--- config.mk ---
export PLATFORM = sky130hd
export DESIGN_NAME = io_to_axi
export DESIGN_NICKNAME = d
export VERILOG_FILES = /design/src/rtl/io_to_axi.sv
export SDC_FILE = /design/constraint.sdc
export NUM_CORES = 1
export LEC_CHECK = 0
export CORE_AREA = 2 2 107 134
export DETAILED_ROUTE_END_ITERATION = 7
export DIE_AREA = 0 0 109 136
export GPL_ROUTABILITY_DRIVEN = 1
export SLEW_MARGIN = 10
export SYNTH_ARGS = -nofsm -noshare
export SYNTH_HDL_FRONTEND = slang
export SYNTH_SLANG_ARGS = --single-unit
--- constraint.sdc ---
create_clock -name clk -period 2.4 [get_ports clk]
set_clock_uncertainty 0.1 [all_clocks]
set_input_delay 0.72 -clock clk [delete_from_list [all_inputs] [get_ports clk]]
set_output_delay 0.72 -clock clk [all_outputs]
set_load 0.01 [all_outputs]
--- src/rtl/io_to_axi.sv ---
// io_to_axi: replays single-word IO-bus transfers as one a/b-bus request each
// and returns the single-cycle b response to the IO master as an io_ready pulse.
// Optional feature macro: IO_TO_AXI_TIMEOUT_EN aborts a transaction that sees
// no response within TIMEOUT_CYCLES cycles and answers it with ERR_DATA.
module io_to_axi #(
  parameter int unsigned TIMEOUT_CYCLES = 1024,
  parameter logic [31:0] ERR_DATA       = 32'hFFFF_FFFF
) (
  input  logic        clk,
  input  logic        rst_n,
  input  logic        io_addr_strobe,
  input  logic        io_read_strobe,
  input  logic        io_write_strobe,
  input  logic [31:0] io_addr,
  input  logic [3:0]  io_byte_enable,
  input  logic [31:0] io_write_data,
  output logic [31:0] io_read_data,
  output logic        io_ready,
  output logic        avalid,
  input  logic        aready,
  output logic        awe,
  output logic [29:0] aaddr,
  output logic [31:0] adata,
  output logic [3:0]  astrb,
  input  logic        bvalid,
  input  logic [31:0] bdata,
  output logic        busy,
  output logic        overrun,
  output logic        timeout
);

  typedef enum logic [1:0] {
    ST_IDLE,
    ST_REQ,
    ST_WAIT
  } state_t;

  state_t state;
  state_t state_next;
  logic   transfer;
  logic   start;
  logic   complete;
  logic   abort;
  logic   expired;

  // The byte offset within a word has no meaning on the word-wide a/b bus.
  logic [1:0] unused_addr;
  assign unused_addr = io_addr[1:0];

  assign transfer = io_addr_strobe & (io_read_strobe | io_write_strobe);

`ifdef IO_TO_AXI_TIMEOUT_EN
  logic [15:0] timer;

  assign expired = (timer == 16'(TIMEOUT_CYCLES - 1));

  // Age counter for the outstanding transaction, restarted on every new request.
  always_ff @(posedge clk or negedge rst_n) begin
    if (!rst_n) begin
      timer <= '0;
    end else if (start) begin
      timer <= '0;
    end else if (state != ST_IDLE) begin
      timer <= timer + 16'd1;
    end
  end

  // Sticky record that at least one transaction was aborted for lack of response.
  always_ff @(posedge clk or negedge rst_n) begin
    if (!rst_n) begin
      timeout <= 1'b0;
    end else if (abort) begin
      timeout <= 1'b1;
    end
  end
`else
  logic [31:0] unused_cfg;
  assign unused_cfg = TIMEOUT_CYCLES;
  assign expired    = 1'b0;
  assign timeout    = 1'b0;
`endif

  // Next-state decode; a response arriving together with expiry completes normally.
  always_comb begin
    state_next = state;
    start      = 1'b0;
    complete   = 1'b0;
    abort      = 1'b0;
    case (state)
      ST_IDLE: begin
        if (transfer) begin
          start      = 1'b1;
          state_next = ST_REQ;
        end
      end
      ST_REQ: begin
        if (expired) begin
          abort      = 1'b1;
          state_next = ST_IDLE;
        end else if (aready) begin
          state_next = ST_WAIT;
        end
      end
      ST_WAIT: begin
        if (bvalid) begin
          complete   = 1'b1;
          state_next = ST_IDLE;
        end else if (expired) begin
          abort      = 1'b1;
          state_next = ST_IDLE;
        end
      end
      default: begin
        state_next = ST_IDLE;
      end
    endcase
  end

  // State register with avalid and busy registered alongside it.
  always_ff @(posedge clk or negedge rst_n) begin
    if (!rst_n) begin
      state  <= ST_IDLE;
      avalid <= 1'b0;
      busy   <= 1'b0;
    end else begin
      state  <= state_next;
      avalid <= (state_next == ST_REQ);
      busy   <= (state_next != ST_IDLE);
    end
  end

  // Capture the request once at acceptance so the a-side stays stable until done.
  always_ff @(posedge clk or negedge rst_n) begin
    if (!rst_n) begin
      awe   <= 1'b0;
      aaddr <= '0;
      adata <= '0;
      astrb <= '0;
    end else if (start) begin
      awe   <= io_write_strobe;
      aaddr <= io_addr[31:2];
      adata <= io_write_data;
      astrb <= io_write_strobe ? io_byte_enable : 4'hF;
    end
  end

  // One-cycle completion pulse; read data is forced to zero outside the pulse.
  always_ff @(posedge clk or negedge rst_n) begin
    if (!rst_n) begin
      io_ready     <= 1'b0;
      io_read_data <= '0;
    end else begin
      io_ready <= complete | abort;
      if (abort) begin
        io_read_data <= ERR_DATA;
      end else if (complete && !awe) begin
        io_read_data <= bdata;
      end else begin
        io_read_data <= '0;
      end
    end
  end

  // Sticky record of a transfer that was dropped because one was still in flight.
  always_ff @(posedge clk or negedge rst_n) begin
    if (!rst_n) begin
      overrun <= 1'b0;
    end else if (transfer && (state != ST_IDLE)) begin
      overrun <= 1'b1;
    end
  end

endmodule

==> results of run 1 <==
==> registers in the layout (all words and copies together), names as in the netlist <==
name          flops
state             2
awe               1
astrb             4
avalid            1
io_read_data     32
adata            32
io_ready          1
aaddr            30
busy              1
overrun           1
==> stage by stage <==
| step | cell area [um2] | hold slack (ps) |
|---|---|---|
| CTS | 6570 | 192 |
| finish | 6570 | 192 |
| detailed placement | 6280 | 365 |
| floorplan | 3990 | 324 |
| global placement | 6280 | 367 |
| global route | 6570 | 204 |
==> Yosys cell counts (2+ instances only) <==
cell type,n,area [um2]
sky130_fd_sc_hd__buf_2,2,10.0
sky130_fd_sc_hd__clkbuf_2,3,15.0
sky130_fd_sc_hd__dfrtp_1,105,2630
sky130_fd_sc_hd__nand2b_1,6,37.5
sky130_fd_sc_hd__and2_1,32,200
sky130_fd_sc_hd__o21ai_0,2,10.0
sky130_fd_sc_hd__mux2_2,27,304
sky130_fd_sc_hd__buf_12,4,80.1
sky130_fd_sc_hd__mux2_4,40,601
==> cell families after synthesis <==
family | count (synthesis)
buffers and inverters | 12
and+or+nand+nor | 43
AOI/OAI and AO/OA | 6
DFF | 105
muxes | 67
other | 1
==> worst min-delay path by stage <==
stage	slack (ps)	end	depth (start not counted)
4_1_cts	190	aaddr[3]$_DFFE_PN0P_	1
6_report	190	aaddr[3]$_DFFE_PN0P_	1
2_1_floorplan	320	aaddr[0]$_DFFE_PN0P_	0
3_5_place_dp	370	overrun$_DFFE_PN0P_	1
3_3_place_gp	370	overrun$_DFFE_PN0P_	1
5_1_grt	200	aaddr[0]$_DFFE_PN0P_	1
==> layer usage <==
layer  part of all wire, %  vias up
met2                    50      120
met1                    37     1277
li1                      -     1212
met5                     0        -
met4                   1.3        0
met3                    12        9
==> report_power, final <==
part | internal, mW | leakage, nW | switching [mW] | total [mW]
Combinational | 1.99 | 1.40 | 1.01 | 3.00
Clock | 0.835 | 0.144 | 0.612 | 1.45
Sequential | 2.41 | 1.29 | 0.324 | 2.73
==> critical path, stage by stage <==
cell and delay, ps:
sky130_fd_sc_hd__clkdlybuf4s50_1 510, sky130_fd_sc_hd__o21ai_2 100, sky130_fd_sc_hd__nor3_4 180, sky130_fd_sc_hd__buf_12 280, sky130_fd_sc_hd__mux2_2 370
==> layout make-up <==
| cell class | instances | area [um2] |
|---|---|---|
| clock inverters | 3 | 40.0 |
| well taps | 175 | 219 |
| clock buffers | 13 | 250 |
| repair buffers | 216 | 2200 |
| flip-flops and latches | 105 | 2630 |
| inverters | 1 | 3.75 |
| fillers | 1240 | 7060 |
| multi-input cells | 117 | 1230 |
==> impl_metrics.xml, run 1 <==
<?xml version="1.0" encoding="UTF-8"?>
<metrics>
  <group name="synth">
    <metric name="synth_nets" unit="">341</metric>
    <metric name="yosys.area_share.xor_xnor" unit="%">0</metric>
    <metric name="synth_sequential_area_ratio" unit="%">65.9</metric>
    <metric name="synthDistinctLibCells" unit="">22</metric>
    <metric name="synth_cells" unit="">234</metric>
    <metric name="syn_avg_cell_area" unit="um2">17.0</metric>
    <metric name="combinational_family_with_the_most_area_after_synthesis" unit="">multiplexers</metric>
    <metric name="synth-adder-area-share" unit="%">0</metric>
    <metric name="synth_edf_count" unit="">0</metric>
    <metric name="synth_area_in_simple_gates" unit="%">7.06</metric>
    <metric name="dominantRegCellSynth" unit="">sky130_fd_sc_hd__dfrtp_1</metric>
    <metric name="synth-compound-area-share" unit="%">1.00</metric>
    <metric name="ys_async_sr_fraction" unit="%">100</metric>
    <metric name="yosysWarnings" unit="">0</metric>
    <metric name="synth.ff_latch_count" unit="">105</metric>
    <metric name="synthMuxAreaShare" unit="%">22.7</metric>
    <metric name="synth_area" unit="mm2">0.00399</metric>
  </group>
  <group name="clock_tree">
    <metric name="clk_transition_reported_paths" unit="ps">60</metric>
    <metric name="cts.repair.resized" unit="">0</metric>
    <metric name="number_of_buffers_created_by_cts" unit="">9</metric>
    <metric name="clk-insertion-delay-late" unit="ps">340</metric>
    <metric name="cts_tree" unit="">done</metric>
    <metric name="ctsHoldBuffers" unit="">0</metric>
    <metric name="post-cts-setup-buffers" unit="">0</metric>
    <metric name="h-tree-depth" unit="">3</metric>
    <metric name="cts.path.max_buffers" unit="">2</metric>
    <metric name="clock_sinks" unit="">105</metric>
    <metric name="cts_root_buffer" unit="">sky130_fd_sc_hd__clkbuf_16</metric>
  </group>
  <group name="finish">
    <metric name="finish.utilization" unit="%">48.2</metric>
    <metric name="layout_commonest_cell" unit="">sky130_fd_sc_hd__clkdlybuf4s50_1</metric>
    <metric name="final_cell_mix" unit="">sky130_fd_sc_hd__clkdlybuf4s50_1, sky130_fd_sc_hd__dfrtp_1, sky130_fd_sc_hd__mux2_4, sky130_fd_sc_hd__and2_1, sky130_fd_sc_hd__mux2_2</metric>
    <metric name="layout.nets" unit="">557</metric>
    <metric name="drive_gt1_share" unit="%">20.2</metric>
    <metric name="number_of_antenna_diodes" unit="">0</metric>
    <metric name="stdcell_count" unit="">630</metric>
    <metric name="synthToLayoutAreaGrowth" unit="%">64.9</metric>
  </group>
  <group name="die">
    <metric name="initial_core_util" unit="%">29.2</metric>
    <metric name="die-height" unit="um">136</metric>
    <metric name="overall_die_width" unit="um">109</metric>
    <metric name="floorplan.rows" unit="">48</metric>
    <metric name="pin_count" unit="">211</metric>
    <metric name="floorplan.core_area" unit="mm2">0.0136</metric>
    <metric name="design.die.area" unit="mm2">0.0148</metric>
  </group>
  <group name="global_routing">
    <metric name="number_of_antenna_violations_at_the_first_check_in_global_routing" unit="">0</metric>
    <metric name="globalRoute.totalOverflow" unit="">0</metric>
    <metric name="grt_usage" unit="%">13.4</metric>
    <metric name="groute.layer.met3.usage" unit="%">6.47</metric>
    <metric name="grt_pass1_vias" unit="">2915</metric>
    <metric name="grt_first_pass_wirelength" unit="um">14900</metric>
    <metric name="grt_most_used_layer" unit="">met2</metric>
    <metric name="largest_net_degree_at_the_start_of_global_routing" unit="">45</metric>
    <metric name="use_met2" unit="%">22.2</metric>
    <metric name="globalRouteMet1Util" unit="%">15.0</metric>
  </group>
  <group name="sta">
    <metric name="timing.final.ws_setup" unit="ps">308</metric>
    <metric name="finalHoldViolations" unit="">0</metric>
    <metric name="post-route-min-period" unit="ps">2090</metric>
    <metric name="final_max_slew_viol_count" unit="">0</metric>
    <metric name="setup_violations" unit="">0</metric>
    <metric name="fin_crit_sh" unit="%">87.2</metric>
    <metric name="fmax" unit="GHz">0.478</metric>
    <metric name="setup_total_negative_slack" unit="ps">0</metric>
    <metric name="grt_setup_unrepaired" unit="">no</metric>
  </group>
  <group name="setup_path">
    <metric name="cp.required" unit="ps">2520</metric>
    <metric name="timing.rr.end" unit="">astrb[1]$_DFFE_PN0P_</metric>
    <metric name="critPathLaunch" unit="">io_write_strobe</metric>
    <metric name="crit_path_end" unit="">astrb[1]$_DFFE_PN0P_</metric>
    <metric name="timing.critical_path.arrival" unit="ps">2210</metric>
    <metric name="reg2reg_setup_slack" unit="ps">780</metric>
    <metric name="path_class" unit="">input port to flip-flop</metric>
    <metric name="timing.critical_path.from_type" unit="">input port</metric>
    <metric name="path_max_fanout" unit="">42</metric>
    <metric name="critPathCaptureType" unit="">flip-flop</metric>
    <metric name="worstRegToRegCells" unit="">3</metric>
    <metric name="rr_startpoint" unit="">state[1]$_DFF_PN0_</metric>
  </group>
  <group name="placement">
    <metric name="final_hpwl_dp" unit="um">7180</metric>
    <metric name="port-buffer-count" unit="">207</metric>
    <metric name="placedCellCount" unit="">614</metric>
    <metric name="place_congestion" unit="">0.661</metric>
    <metric name="pre_cts_slack" unit="ps">-61.4</metric>
  </group>
  <group name="routing">
    <metric name="post_drt_wl_per_cell" unit="um">15.3</metric>
    <metric name="drt_iter0_markers" unit="">49</metric>
    <metric name="drt_pre_antenna_iters" unit="">4</metric>
    <metric name="routed-via-count" unit="">2618</metric>
    <metric name="ant_nets" unit="">0</metric>
    <metric name="drt-vias-per-instance" unit="">4.16</metric>
    <metric name="aggregate_routed_wire_length" unit="um">9610</metric>
    <metric name="drc" unit="">0</metric>
  </group>
  <group name="power">
    <metric name="power_density_relative_to_cell_area" unit="mW/mm2">1090</metric>
    <metric name="power.static_leakage" unit="nW">2.84</metric>
    <metric name="power.ir.vdd_worst" unit="mV">0.460</metric>
    <metric name="totalPowerFinal" unit="mW">7.18</metric>
  </group>
  <group name="worst_hold_path">
    <metric name="worst_hold_path_type" unit="">input port to async pin</metric>
  </group>
  <group name="run_status">
    <metric name="run_status" unit="">finished clean</metric>
  </group>
  <group name="run">
    <metric name="drv.max_cap_violation_count" unit="">0</metric>
  </group>
</metrics>
No activity file was read; power rests on OpenSTA's default activity.
==> run 2: changes to the inputs <==
- CELL_PAD_IN_SITES_DETAIL_PLACEMENT: unset -> 1
- CELL_PAD_IN_SITES_GLOBAL_PLACEMENT: unset -> 1
- PLACE_DENSITY_LB_ADDON: unset -> 0.1
==> impl_metrics.xml, run 2 (same netlist as run 1, synthesis figures left out) <==
<?xml version="1.0" encoding="UTF-8"?>
<metrics>
  <group name="run_status">
    <metric name="run_status" unit="">finished clean</metric>
  </group>
  <group name="power">
    <metric name="power.static_leakage" unit="nW">2.84</metric>
    <metric name="power.ir.vdd_worst" unit="mV">0.511</metric>
    <metric name="power_density_relative_to_cell_area" unit="mW/mm2">1090</metric>
  </group>
  <group name="setup_path">
    <metric name="timing.critical_path.from_type" unit="">flip-flop</metric>
    <metric name="cp_cell_sequence" unit="">clkdlybuf4s50_1</metric>
    <metric name="path_class" unit="">flip-flop to output port</metric>
    <metric name="critPathCaptureType" unit="">output port</metric>
    <metric name="rr_startpoint" unit="">state[1]$_DFF_PN0_</metric>
    <metric name="reg2reg_setup_slack" unit="ps">830</metric>
    <metric name="timing.rr.end" unit="">adata[0]$_DFFE_PN0P_</metric>
    <metric name="path_max_fanout" unit="">2</metric>
    <metric name="cp_slowest_stage_delay" unit="ps">580</metric>
    <metric name="critical_path.top_delay_family" unit="">buffers and inverters</metric>
    <metric name="cp.required" unit="ps">1580</metric>
    <metric name="worstPathBufferInverterCount" unit="">1</metric>
    <metric name="worstRegToRegCells" unit="">4</metric>
    <metric name="timing.critical_path.arrival" unit="ps">1270</metric>
    <metric name="slowest_stage" unit="">sky130_fd_sc_hd__clkdlybuf4s50_1</metric>
  </group>
  <group name="sta">
    <metric name="post-route-min-period" unit="ps">2090</metric>
    <metric name="final_max_slew_viol_count" unit="">0</metric>
    <metric name="setup_violations" unit="">0</metric>
    <metric name="finalHoldViolations" unit="">0</metric>
    <metric name="grt_setup_unrepaired" unit="">no</metric>
    <metric name="fin_crit_sh" unit="%">87.0</metric>
    <metric name="fmax" unit="GHz">0.479</metric>
    <metric name="worst_hold_slack" unit="ps">176</metric>
    <metric name="setup_total_negative_slack" unit="ps">0</metric>
  </group>
  <group name="clock_tree">
    <metric name="cts_tree" unit="">done</metric>
    <metric name="clk_transition_reported_paths" unit="ps">70</metric>
    <metric name="cts.repair.resized" unit="">0</metric>
    <metric name="h-tree-depth" unit="">3</metric>
    <metric name="clock_sinks" unit="">105</metric>
    <metric name="cts_root_buffer" unit="">sky130_fd_sc_hd__clkbuf_16</metric>
    <metric name="ctsHoldBuffers" unit="">0</metric>
    <metric name="clk-insertion-delay-late" unit="ps">330</metric>
    <metric name="cts.path.max_buffers" unit="">2</metric>
    <metric name="number_of_buffers_created_by_cts" unit="">9</metric>
    <metric name="post-cts-setup-buffers" unit="">0</metric>
  </group>
  <group name="die">
    <metric name="overall_die_width" unit="um">109</metric>
    <metric name="floorplan.core_area" unit="mm2">0.0136</metric>
    <metric name="initial_core_util" unit="%">29.2</metric>
    <metric name="die-height" unit="um">136</metric>
    <metric name="pin_count" unit="">211</metric>
    <metric name="design.die.area" unit="mm2">0.0148</metric>
    <metric name="floorplan.rows" unit="">48</metric>
  </group>
  <group name="global_routing">
    <metric name="grt_pass1_vias" unit="">3001</metric>
    <metric name="largest_net_degree_at_the_start_of_global_routing" unit="">49</metric>
    <metric name="grt_first_pass_wirelength" unit="um">16300</metric>
    <metric name="grt_usage" unit="%">14.7</metric>
    <metric name="number_of_antenna_violations_at_the_first_check_in_global_routing" unit="">0</metric>
    <metric name="globalRoute.totalOverflow" unit="">0</metric>
  </group>
  <group name="routing">
    <metric name="routed-via-count" unit="">2684</metric>
    <metric name="drc" unit="">0</metric>
    <metric name="ant_nets" unit="">0</metric>
    <metric name="aggregate_routed_wire_length" unit="um">10500</metric>
    <metric name="drt_pre_antenna_iters" unit="">4</metric>
    <metric name="drt_iter0_markers" unit="">64</metric>
    <metric name="post_drt_wl_per_cell" unit="um">16.6</metric>
    <metric name="drt-vias-per-instance" unit="">4.25</metric>
  </group>
  <group name="placement">
    <metric name="place_congestion" unit="">0.686</metric>
    <metric name="port-buffer-count" unit="">207</metric>
    <metric name="final_hpwl_dp" unit="um">7970</metric>
    <metric name="dpl_cell_area" unit="mm2">0.00631</metric>
  </group>
  <group name="run">
    <metric name="drv.max_cap_violation_count" unit="">0</metric>
  </group>
  <group name="finish">
    <metric name="layout.nets" unit="">560</metric>
    <metric name="final_cell_mix" unit="">sky130_fd_sc_hd__clkdlybuf4s50_1, sky130_fd_sc_hd__dfrtp_1, sky130_fd_sc_hd__mux2_4, sky130_fd_sc_hd__and2_1, sky130_fd_sc_hd__mux2_2</metric>
    <metric name="finish.instance_area" unit="mm2">0.00658</metric>
    <metric name="drive_gt1_share" unit="%">20.6</metric>
    <metric name="synthToLayoutAreaGrowth" unit="%">65.1</metric>
    <metric name="top_regs" unit="">adata x32, io_read_data x32, aaddr x30</metric>
    <metric name="number_of_antenna_diodes" unit="">0</metric>
    <metric name="layout_commonest_cell" unit="">sky130_fd_sc_hd__clkdlybuf4s50_1</metric>
  </group>
  <group name="worst_hold_path">
    <metric name="worst_hold_path_type" unit="">input port to async pin</metric>
  </group>
</metrics>
run 2: changes by cell type in the layout (fill, tap and decap cells not counted), sizes merged:
cell      delta
bufinv       -1
clkinvlp     +2
buf          +3
clkinv       -2
run 2: how the worst max path moves through the flow:
stage / cells past startpoint / to / start
2_1_floorplan: 5 / aaddr[0]$_DFFE_PN0P_ / io_read_strobe
3_3_place_gp: 6 / adata[7]$_DFFE_PN0P_ / io_write_strobe
3_5_place_dp: 6 / adata[0]$_DFFE_PN0P_ / io_write_strobe
4_1_cts: 1 / adata[24] / adata[24]$_DFFE_PN0P_
5_1_grt: 1 / awe / awe$_DFFE_PN0P_
6_report: 1 / overrun / overrun$_DFFE_PN0P_
run 2: metrics by stage:
step / setup slack, ps / utilization (%) / instances / total power [mW]
CTS: 281 / 48.3 / 632 / 7.29
global placement: 37.3 / 46.3 / 617 / 5.80
detailed placement: 23.9 / 46.3 / 617 / 5.88
floorplan: 624 / - / 234 / 4.13
global route: 249 / 48.3 / 632 / 7.57
finish: 313 / 48.3 / 632 / 7.15
run 2: per-layer routing:
layer  vias up  global-route usage [%]  part of all wire, %
li1       1218                       -                    -
met1      1356                    16.3                   37
met2       105                    25.6                   53
met3         5                    5.56                  8.7
met4         0                    4.91                 0.76
met5         -                       0                    0
run 2: cell type report:
class / instances / area, um2
flip-flops and latches: 105 / 2630
repair buffers: 219 / 2230
well taps: 175 / 219
multi-input cells: 117 / 1230
inverters: 1 / 3.75
clock buffers: 13 / 250
fillers: 1361 / 7050
clock inverters: 2 / 15.0
run 2: where the power goes:
group	switching, mW	internal, mW	leakage [nW]
combinational	1.03	2.02	1.42
clock	0.629	0.729	0.122
sequential	0.338	2.41	1.29
total	1.99	5.16	2.84
==> run 3: changes to the inputs <==
- CORE_AREA: 2 2 107 134 -> 2 2 102 128
- DIE_AREA: 0 0 109 136 -> 0 0 104 130
==> impl_metrics.xml, run 3 (same netlist as run 1, synthesis figures left out) <==
<?xml version="1.0" encoding="UTF-8"?>
<metrics>
  <group name="sta">
    <metric name="post-route-min-period" unit="ps">2080</metric>
    <metric name="final_max_slew_viol_count" unit="">0</metric>
    <metric name="worst_hold_slack" unit="ps">169</metric>
    <metric name="grt_setup_unrepaired" unit="">no</metric>
    <metric name="finalHoldViolations" unit="">0</metric>
    <metric name="setup_violations" unit="">0</metric>
    <metric name="fmax" unit="GHz">0.480</metric>
    <metric name="fin_crit_sh" unit="%">86.8</metric>
  </group>
  <group name="clock_tree">
    <metric name="clk_transition_reported_paths" unit="ps">70</metric>
    <metric name="cts_tree" unit="">done</metric>
    <metric name="h-tree-depth" unit="">3</metric>
    <metric name="post-cts-setup-buffers" unit="">0</metric>
    <metric name="clock_sinks" unit="">105</metric>
    <metric name="cts.path.max_buffers" unit="">2</metric>
    <metric name="clk-insertion-delay-late" unit="ps">340</metric>
    <metric name="cts_root_buffer" unit="">sky130_fd_sc_hd__clkbuf_16</metric>
    <metric name="ctsHoldBuffers" unit="">0</metric>
    <metric name="cts.repair.resized" unit="">0</metric>
    <metric name="number_of_buffers_created_by_cts" unit="">9</metric>
  </group>
  <group name="die">
    <metric name="initial_core_util" unit="%">32.1</metric>
    <metric name="floorplan.core_area" unit="mm2">0.0124</metric>
    <metric name="overall_die_width" unit="um">104</metric>
    <metric name="floorplan.rows" unit="">46</metric>
    <metric name="pin_count" unit="">211</metric>
    <metric name="die-height" unit="um">130</metric>
    <metric name="design.die.area" unit="mm2">0.0135</metric>
  </group>
  <group name="routing">
    <metric name="drt-vias-per-instance" unit="">4.30</metric>
    <metric name="drc" unit="">0</metric>
    <metric name="drt_iter0_markers" unit="">41</metric>
    <metric name="routed-via-count" unit="">2693</metric>
    <metric name="aggregate_routed_wire_length" unit="um">10300</metric>
    <metric name="post_drt_wl_per_cell" unit="um">16.5</metric>
    <metric name="ant_nets" unit="">0</metric>
    <metric name="drt_pre_antenna_iters" unit="">3</metric>
  </group>
  <group name="power">
    <metric name="power_density_relative_to_cell_area" unit="mW/mm2">1120</metric>
    <metric name="power.ir.vdd_worst" unit="mV">0.418</metric>
    <metric name="power.static_leakage" unit="nW">2.88</metric>
    <metric name="totalPowerFinal" unit="mW">7.42</metric>
  </group>
  <group name="finish">
    <metric name="top_regs" unit="">adata x32, io_read_data x32, aaddr x30</metric>
    <metric name="final_cell_mix" unit="">sky130_fd_sc_hd__clkdlybuf4s50_1, sky130_fd_sc_hd__dfrtp_1, sky130_fd_sc_hd__mux2_4, sky130_fd_sc_hd__and2_1, sky130_fd_sc_hd__mux2_2</metric>
    <metric name="synthToLayoutAreaGrowth" unit="%">66.7</metric>
    <metric name="layout.nets" unit="">560</metric>
    <metric name="drive_gt1_share" unit="%">21.4</metric>
    <metric name="layout_commonest_cell" unit="">sky130_fd_sc_hd__clkdlybuf4s50_1</metric>
    <metric name="number_of_antenna_diodes" unit="">0</metric>
    <metric name="n_fill_cell" unit="">1262</metric>
  </group>
  <group name="placement">
    <metric name="final_hpwl_dp" unit="um">7890</metric>
    <metric name="place_congestion" unit="">0.727</metric>
    <metric name="port-buffer-count" unit="">207</metric>
  </group>
  <group name="global_routing">
    <metric name="number_of_antenna_violations_at_the_first_check_in_global_routing" unit="">0</metric>
    <metric name="globalRoute.totalOverflow" unit="">0</metric>
    <metric name="grt_usage" unit="%">15.9</metric>
    <metric name="grt_first_pass_wirelength" unit="um">16400</metric>
    <metric name="largest_net_degree_at_the_start_of_global_routing" unit="">49</metric>
    <metric name="grt_pass1_vias" unit="">3007</metric>
  </group>
  <group name="run">
    <metric name="drv.max_cap_violation_count" unit="">0</metric>
  </group>
  <group name="setup_path">
    <metric name="timing.critical_path.from_type" unit="">flip-flop</metric>
    <metric name="path_max_fanout" unit="">3</metric>
    <metric name="worstPathBufferInverterCount" unit="">1</metric>
    <metric name="critical_path.top_delay_family" unit="">buffers and inverters</metric>
    <metric name="cp_slowest_stage_delay" unit="ps">560</metric>
    <metric name="cp_cell_sequence" unit="">clkdlybuf4s50_1</metric>
    <metric name="reg2reg_setup_slack" unit="ps">810</metric>
    <metric name="path_class" unit="">flip-flop to output port</metric>
    <metric name="timing.critical_path.arrival" unit="ps">1260</metric>
    <metric name="critPathCaptureType" unit="">output port</metric>
    <metric name="cp.required" unit="ps">1580</metric>
    <metric name="slowest_stage" unit="">sky130_fd_sc_hd__clkdlybuf4s50_1</metric>
  </group>
  <group name="run_status">
    <metric name="run_status" unit="">finished clean</metric>
  </group>
  <group name="worst_hold_path">
    <metric name="worst_hold_path_type" unit="">input port to async pin</metric>
  </group>
</metrics>
-- run 3: cell types whose count changed in the layout (fill, tap and decap cells not counted), sizes merged --
cell,change
bufinv,+2
clkbuf,-2
inv,+2
clkinvlp,-1
-- run 3: final cells by class --
cell class	count	area [um2]	share of cell area, %
flip-flops and latches	105	2630	39.5
clock buffers	11	253	3.80
repair buffers	219	2230	33.6
multi-input cells	117	1230	18.5
clock inverters	5	85.1	1.28
inverters	1	3.75	0.0565
well taps	168	210	3.16
-- run 3: report_power, final --
part / internal, mW / switching [mW] / leakage, nW / total, mW
registers: 2.41 / 0.338 / 1.29 / 2.74
clock network: 0.979 / 0.654 / 0.163 / 1.63
logic: 2.02 / 1.03 / 1.42 / 3.04
total: 5.40 / 2.02 / 2.88 / 7.42
-- run 3: path summary, 6_finish.rpt --
check | endpoint | cells past startpoint | from
hold reg to reg | overrun$_DFFE_PN0P_ | 1 | overrun$_DFFE_PN0P_
setup reg to reg | aaddr[1]$_DFFE_PN0P_ | 4 | state[1]$_DFF_PN0_
min in group clk | overrun$_DFFE_PN0P_ | 1 | overrun$_DFFE_PN0P_
max in group asynchronous | aaddr[20]$_DFFE_PN0P_ | 2 | rst_n
setup / recovery | awe | 1 | awe$_DFFE_PN0P_
hold / removal | adata[28]$_DFFE_PN0P_ | 1 | rst_n
-- run 3: per-layer routing --
layer  share of wire (%)  vias up  track usage (%)
met5                   0        -                0
met3                 7.0       12             4.85
met4                 2.0        0             7.15
met2                  54      106             27.9
li1                    -     1218                -
met1                  37     1357             18.0
-- run 3: through the flow --
| stage | setup WS [ps] | area [um2] | setup TNS (ps) | cells | util, % |
|---|---|---|---|---|---|
| 2_1_floorplan | 624 | 3990 | 0 | 234 | - |
| 3_3_place_gp | 15.0 | 6310 | 0 | 610 | 50.7 |
| 3_5_place_dp | -9.50 | 6310 | -27.3 | 610 | 50.7 |
| 4_1_cts | 281 | 6640 | 0 | 626 | 53.4 |
| 5_1_grt | 254 | 6640 | 0 | 626 | 53.4 |
| 6_report | 316 | 6640 | 0 | 626 | 53.4 |
==> RTL edit 1: new RTL, config.mk and constraints of run 2 <==
Build with the macro `IO_TO_AXI_TIMEOUT_EN` defined.
--- a/src/rtl/io_to_axi.sv
+++ b/src/rtl/io_to_axi.sv
@@ -4,2 +4,4 @@
 // no response within TIMEOUT_CYCLES cycles and answers it with ERR_DATA.
+`define IO_TO_AXI_TIMEOUT_EN
+
 module io_to_axi #(
Formal check against the unedited RTL: no difference found for any inputs over 10 cycles, from zero or initial values and one cycle with rst_n low; that may be too few to reach the edited logic, so the function may still have changed.
==> RTL edit 1 against run 2 <==
Critical endpoint is now adata[5]. Highest routed layer unchanged. Setup slack lost 180 ps. Sequential power is 13% higher. Count of clock-buffer cells in the layout up 7. Area after synthesis increased by 20%. Total power grew 23%. Non-clock buffer count stayed put. Routed wire length up 25%. Sequential cell count up 17. Cell area grew 18%. Synthesized cell count is 57% higher.
==> RTL edit 1: results (changes against run 2) <==
sequential cell area fraction in the yosys report: 63.6% (-2.3 points)
number of nets in the layout: 700 (+25%)
GR Util met2: 29.8% (+4.2 points)
wire length after detailed routing: 13,100 um (+25%)
net switching power: 2490 uW (+25%)
worst slew pin tran: 499 ps
sequential logic power: 3090 uW (+13%)
Port-buffer cells: 208 (+0.48%)
async set or reset register ratio after synthesis: 100% (unchanged)
arrival time of the worst setup path: 2460 ps (+1190 ps)
mean instance size in the synthesized netlist: 13.1 sq um (-23%)
sum of met2 wire segment lengths after detailed routing: 6510 um (+17%)
wire length of the first global-routing pass: 20,100 um (+24%)
count of placed standard cells in the final layout, fillers left out: 776 (+23%)
number of enable flip-flop cells after synthesis: 0 (unchanged)
synthesized-area fraction occupied by ao, oa, aoi and oai cells: 3.23% (+2.2 points)
maximum ir drop on the vdd rail: 0.478 mV (-6.5%)
Detailed Place HPWL: 9380 um (+18%)
GR Util met3: 8.96% (+3.4 points)
Leakage: 0.00355 uW (+25%)
met1 routing resource usage after global routing: 19.8% (+3.6 points)
worst reg2reg path depth: 6 (+2)
clk_lat worst skew: 400 ps (+70 ps)
R2R setup slack: 380 ps (-450 ps)
count of distinct cell types in the synthesized netlist: 39 (+77%)
maximum number of buffers from clock root to sink: 2 (unchanged)
wire length on met3: 1550 um (+70%)
Hold Worst Slack: 245 ps (+68.9 ps)
H-tree depth: 4 (+1)
largest net degree at the start of global routing: 84 (+71%)
startpoint of the lowest-slack register-to-register path: state[0]
reg-to-reg endpoint: busy
slowest stage delay, CP: 440 ps (-140 ps)
switching power as a share of total power: 28.2% (+0.35 points)
result of the run: completed
Syn Nets: 479 (+40%)
most common library cells after synthesis: sky130_fd_sc_hd__dfrtp_1, sky130_fd_sc_hd__nand2_1, sky130_fd_sc_hd__mux2_2, sky130_fd_sc_hd__mux2i_1
largest cells by area after synthesis: sky130_fd_sc_hd__dfrtp_1, sky130_fd_sc_hd__mux2_2, sky130_fd_sc_hd__nand2_1
number of global-route vias before repair: 3,872 (+29%)
crit-path max FO: 40 (+38)
total CTS buffers: 17 (+8)
first-iteration detailed-routing DRC count: 76 (+19%)
layout cells sized above 1: 20.8% (+0.23 points)
setup bufs post-CTS: 0 (unchanged)
final weighted congestion in routability-driven placement: 0.744 (+8.5%)
number of placed instances with taps included: 744 (+21%)
fill cell instance count of the final layout: 1,411 (+3.7%)
number of vias per cell after detailed routing: 4.69 (+10%)
share of power burned in the clock network: 29.2% (+10 points)
Metal-1 WL: 4830 um (+22%)
CTS clk-pin slew, worst paths: 50 ps (-20 ps)
post-synthesis adder-cell area fraction: 1.30% (+1.3 points)
mux cell area share after synthesis: 17.1% (-5.6 points)
aggregate global-route resource usage: 18.0% (+3.4 points)
==> RTL edit 1: cell count changes after synthesis, moves of 7 or more <==
cell	change
sky130_fd_sc_hd__and2_1	-31
sky130_fd_sc_hd__mux2_2	+36
sky130_fd_sc_hd__mux2i_1	+11
sky130_fd_sc_hd__nand3_1	+7
sky130_fd_sc_hd__nand2_1	+76
sky130_fd_sc_hd__dfrtp_1	+17
sky130_fd_sc_hd__o21ai_0	+8
sky130_fd_sc_hd__mux2_4	-40
sky130_fd_sc_hd__nand2_2	+10
==> RTL edit 1: worst reg2reg max path: cells and delay by family (launching register included) <==
kind | cells | cell delay [ps]
compound gates | 2 | 550
fa+ha+maj | 1 | 370
buf+inv | 2 | 230
flops | 1 | 400
simple gates | 1 | 300
==> RTL edit 1: layout make-up <==
type | count | area share [%]
Clock buffer | 20 | 5.89
Clock inverter | 12 | 1.90
Inverter | 4 | 0.194
Multi-Input combinational cell | 224 | 21.1
Sequential cell | 122 | 39.4
Tap cell | 175 | 2.82
Timing Repair Buffer | 219 | 28.7
==> RTL edit 1: logic make-up after synthesis <==
| family | Yosys count |
|---|---|
| buffers and inverters | 21 |
| adders and majority gates | 5 |
| DFF | 122 |
| AOI/OAI and AO/OA | 22 |
| muxes | 74 |
| and+or+nand+nor | 123 |
==> RTL edit 1: how the worst max path moves through the flow <==
stage	startpoint	end	slack, ps
final	io_write_strobe	adata[5]	130
after global routing	io_write_strobe	adata[5]	80
after CTS	io_write_strobe	aaddr[5]	150
after detailed placement	io_write_strobe	adata[23]	-250
after global placement	io_write_strobe	aaddr[4]	-200
after floorplan	state[1]	avalid	380
==> RTL edit 1: through the flow <==
step	cell area (sq um)	worst slack (ps)
after floorplan	4800	379
final	7750	132
after global routing	7750	75.9
after detailed placement	7150	-246
after CTS	7750	155
after global placement	7150	-199
==> RTL edit 2: new RTL, settings of run 2 <==
Without the edit above. Re-encode `state_t` (3 states) as one-hot, 3 bits wide.
--- a/src/rtl/io_to_axi.sv
+++ b/src/rtl/io_to_axi.sv
@@ -31,6 +31,6 @@
 
-  typedef enum logic [1:0] {
-    ST_IDLE,
-    ST_REQ,
-    ST_WAIT
+  typedef enum logic [2:0] {
+    ST_IDLE = 3'b001,
+    ST_REQ  = 3'b010,
+    ST_WAIT = 3'b100
   } state_t;
Behaviour: same outputs for any inputs over 10 cycles, from zero or initial values and one cycle with rst_n low; not proved beyond that.
==> RTL edit 2 against run 2 <==
Setup slack got worse by 24 ps. Area after synthesis rose by 4.4%. Combinational power fell by 6%. Routed wire length fell by 3.1%. Sequential cell count rose by 1. Total power rose by 1.5%. Cell area rose by 1.8%. First-iteration DRC count did not move. Count of clock-buffer cells in the layout fell by 4. Critical endpoint is now adata[17]. Largest cell class unchanged.
==> RTL edit 2: results (changes against run 2) <==
GR Util met2: 23.7% (-1.9 points)
number of vias per cell after detailed routing: 4.22 (-0.54%)
sequential cell area fraction in the yosys report: 63.8% (-2.2 points)
R2R setup slack: 490 ps (-340 ps)
cell type with the largest total area after synthesis: sky130_fd_sc_hd__dfrtp_1
number of nets in the layout: 557 (-0.54%)
reg-to-reg endpoint: aaddr[24]
arrival time of the worst setup path: 1290 ps (+20 ps)
first-iteration detailed-routing DRC count: 64 (unchanged)
Largest delay share family, worst path: buffers and inverters
number of global-route vias before repair: 2,851 (-5.0%)
total CTS buffers: 9 (unchanged)
largest net degree at the start of global routing: 107 (+120%)
Leakage: 0.00294 uW (+3.6%)
CTS resizes: 0 (unchanged)
worst reg2reg path depth: 4 (unchanged)
worst slew pin tran: 557 ps
Yosys warning count: 0 (unchanged)
clock root buffer: sky130_fd_sc_hd__clkbuf_16
setup bufs post-CTS: 0 (unchanged)
CTS clk-pin slew, worst paths: 70 ps (about the same)
fill cell instance count of the final layout: 1,358 (-0.22%)
top_reg_cell synth: sky130_fd_sc_hd__dfrtp_1
Pre-antenna DRT Iters: 4 (unchanged)
worst setup path end: adata[17]
Hold Crit Class: in -> async
H-tree depth: 3 (unchanged)
Antenna Cells: 0 (unchanged)
maximum ir drop on the vdd rail: 0.495 mV (-3.2%)
met1 routing resource usage after global routing: 15.3% (-0.94 points)
aggregate global-route resource usage: 14.1% (-0.59 points)
Detailed Place HPWL: 7260 um (-8.9%)
maximum number of buffers from clock root to sink: 2 (unchanged)
largest cells by area after synthesis: sky130_fd_sc_hd__dfrtp_1, sky130_fd_sc_hd__mux2_4, sky130_fd_sc_hd__and2_1
cell with the biggest individual delay on the critical path: sky130_fd_sc_hd__clkdlybuf4s50_1
count of distinct cell types in the synthesized netlist: 24 (+9.1%)
hold buffers post-CTS: 0 (unchanged)
launch point of the worst path: adata[17]
Syn Nets: 345 (+1.2%)
layout cells sized above 1: 19.1% (-1.4 points)
wire length after detailed routing: 10,200 um (-3.1%)
slowest stage delay, CP: 590 ps
crit-path max FO: 2 (unchanged)
GR Util met3: 6.47% (+0.91 points)
startpoint of the lowest-slack register-to-register path: state[0]
wire length of the first global-routing pass: 15,500 um (-5.2%)
async set or reset register ratio after synthesis: 100% (unchanged)
clk_lat worst skew: 340 ps
registers with the most flip-flops: adata (32), io_read_data (32), aaddr (30)
initial antenna violation count: 0 (unchanged)
Port-buffer cells: 207 (unchanged)
final weighted congestion in routability-driven placement: 0.672 (-2.0%)
result of the run: completed
most common library cells after synthesis: sky130_fd_sc_hd__dfrtp_1, sky130_fd_sc_hd__mux2_4, sky130_fd_sc_hd__and2_1, sky130_fd_sc_hd__buf_12, sky130_fd_sc_hd__mux2_1
==> RTL edit 2: cell types whose count changed after synthesis, sizes merged, moves of 2 or more <==
cell and delta:
clkbuf -2, or2 +3, a21oi +2, o21ai -2
buf +3
==> RTL edit 2: layout make-up <==
type | count | share of cell area (%)
Timing Repair Buffer | 213 | 32.1
Clock buffer | 9 | 3.36
Multi-Input combinational cell | 120 | 19.9
Clock inverter | 7 | 1.74
Tap cell | 175 | 3.27
Sequential cell | 106 | 39.6
==> RTL edit 2: worst min path at each step <==
stage                     startpoint          endpoint  slack [ps]  cells past startpoint
after CTS                      rst_n  io_read_data[30]         360                      2
final                          rst_n  io_read_data[30]         340                      2
after global placement     aaddr[25]         aaddr[25]         370                      1
after global routing           rst_n  io_read_data[30]         380                      2
after floorplan                rst_n          aaddr[0]         320                      0
after detailed placement     overrun           overrun         370                      1
==> RTL edit 2: kinds of logic after synthesis <==
logic type	synth area share, %
simple gates	7.73
flops	63.8
mux	23.5
buf+inv	4.24
other cells	0.0901
compound gates	0.632
==> RTL edit 2: through the flow <==
step                cell area, sq um  hold slack, ps  worst slack, ps  cells  total power (uW)
floorplan                       4160             324              648    238              4110
CTS                             6700             358              261    630              7380
finish                          6700             341              289    630              7260
global placement                6360             367             31.2    614              5590
global route                    6700             375              223    630              7640
detailed placement              6360             371             7.30    614              5640
==> RTL edit 2: metal layers <==
metal  part of all wire (%)  routed length [um]
met1                     37                3820
met2                     52                5270
met3                    9.0                 918
met4                    1.9                 189
met5                      0                   0
==> RTL edit 2: report_power, final <==
group	total [uW]	switching [uW]	internal (uW)	leakage [uW]
logic	2860	932	1930	0.00146
registers	2710	328	2380	0.00131
clock network	1680	665	1020	0.000166
total	7260	1930	5330	0.00294
==> RTL edit 2: worst reg2reg max path, stage by stage, from the launching register on <==
cell and delay, ps:
sky130_fd_sc_hd__dfstp_2 560, sky130_fd_sc_hd__nor3b_2 230, sky130_fd_sc_hd__nor2b_4 240, sky130_fd_sc_hd__buf_12 300, sky130_fd_sc_hd__mux2_1 370
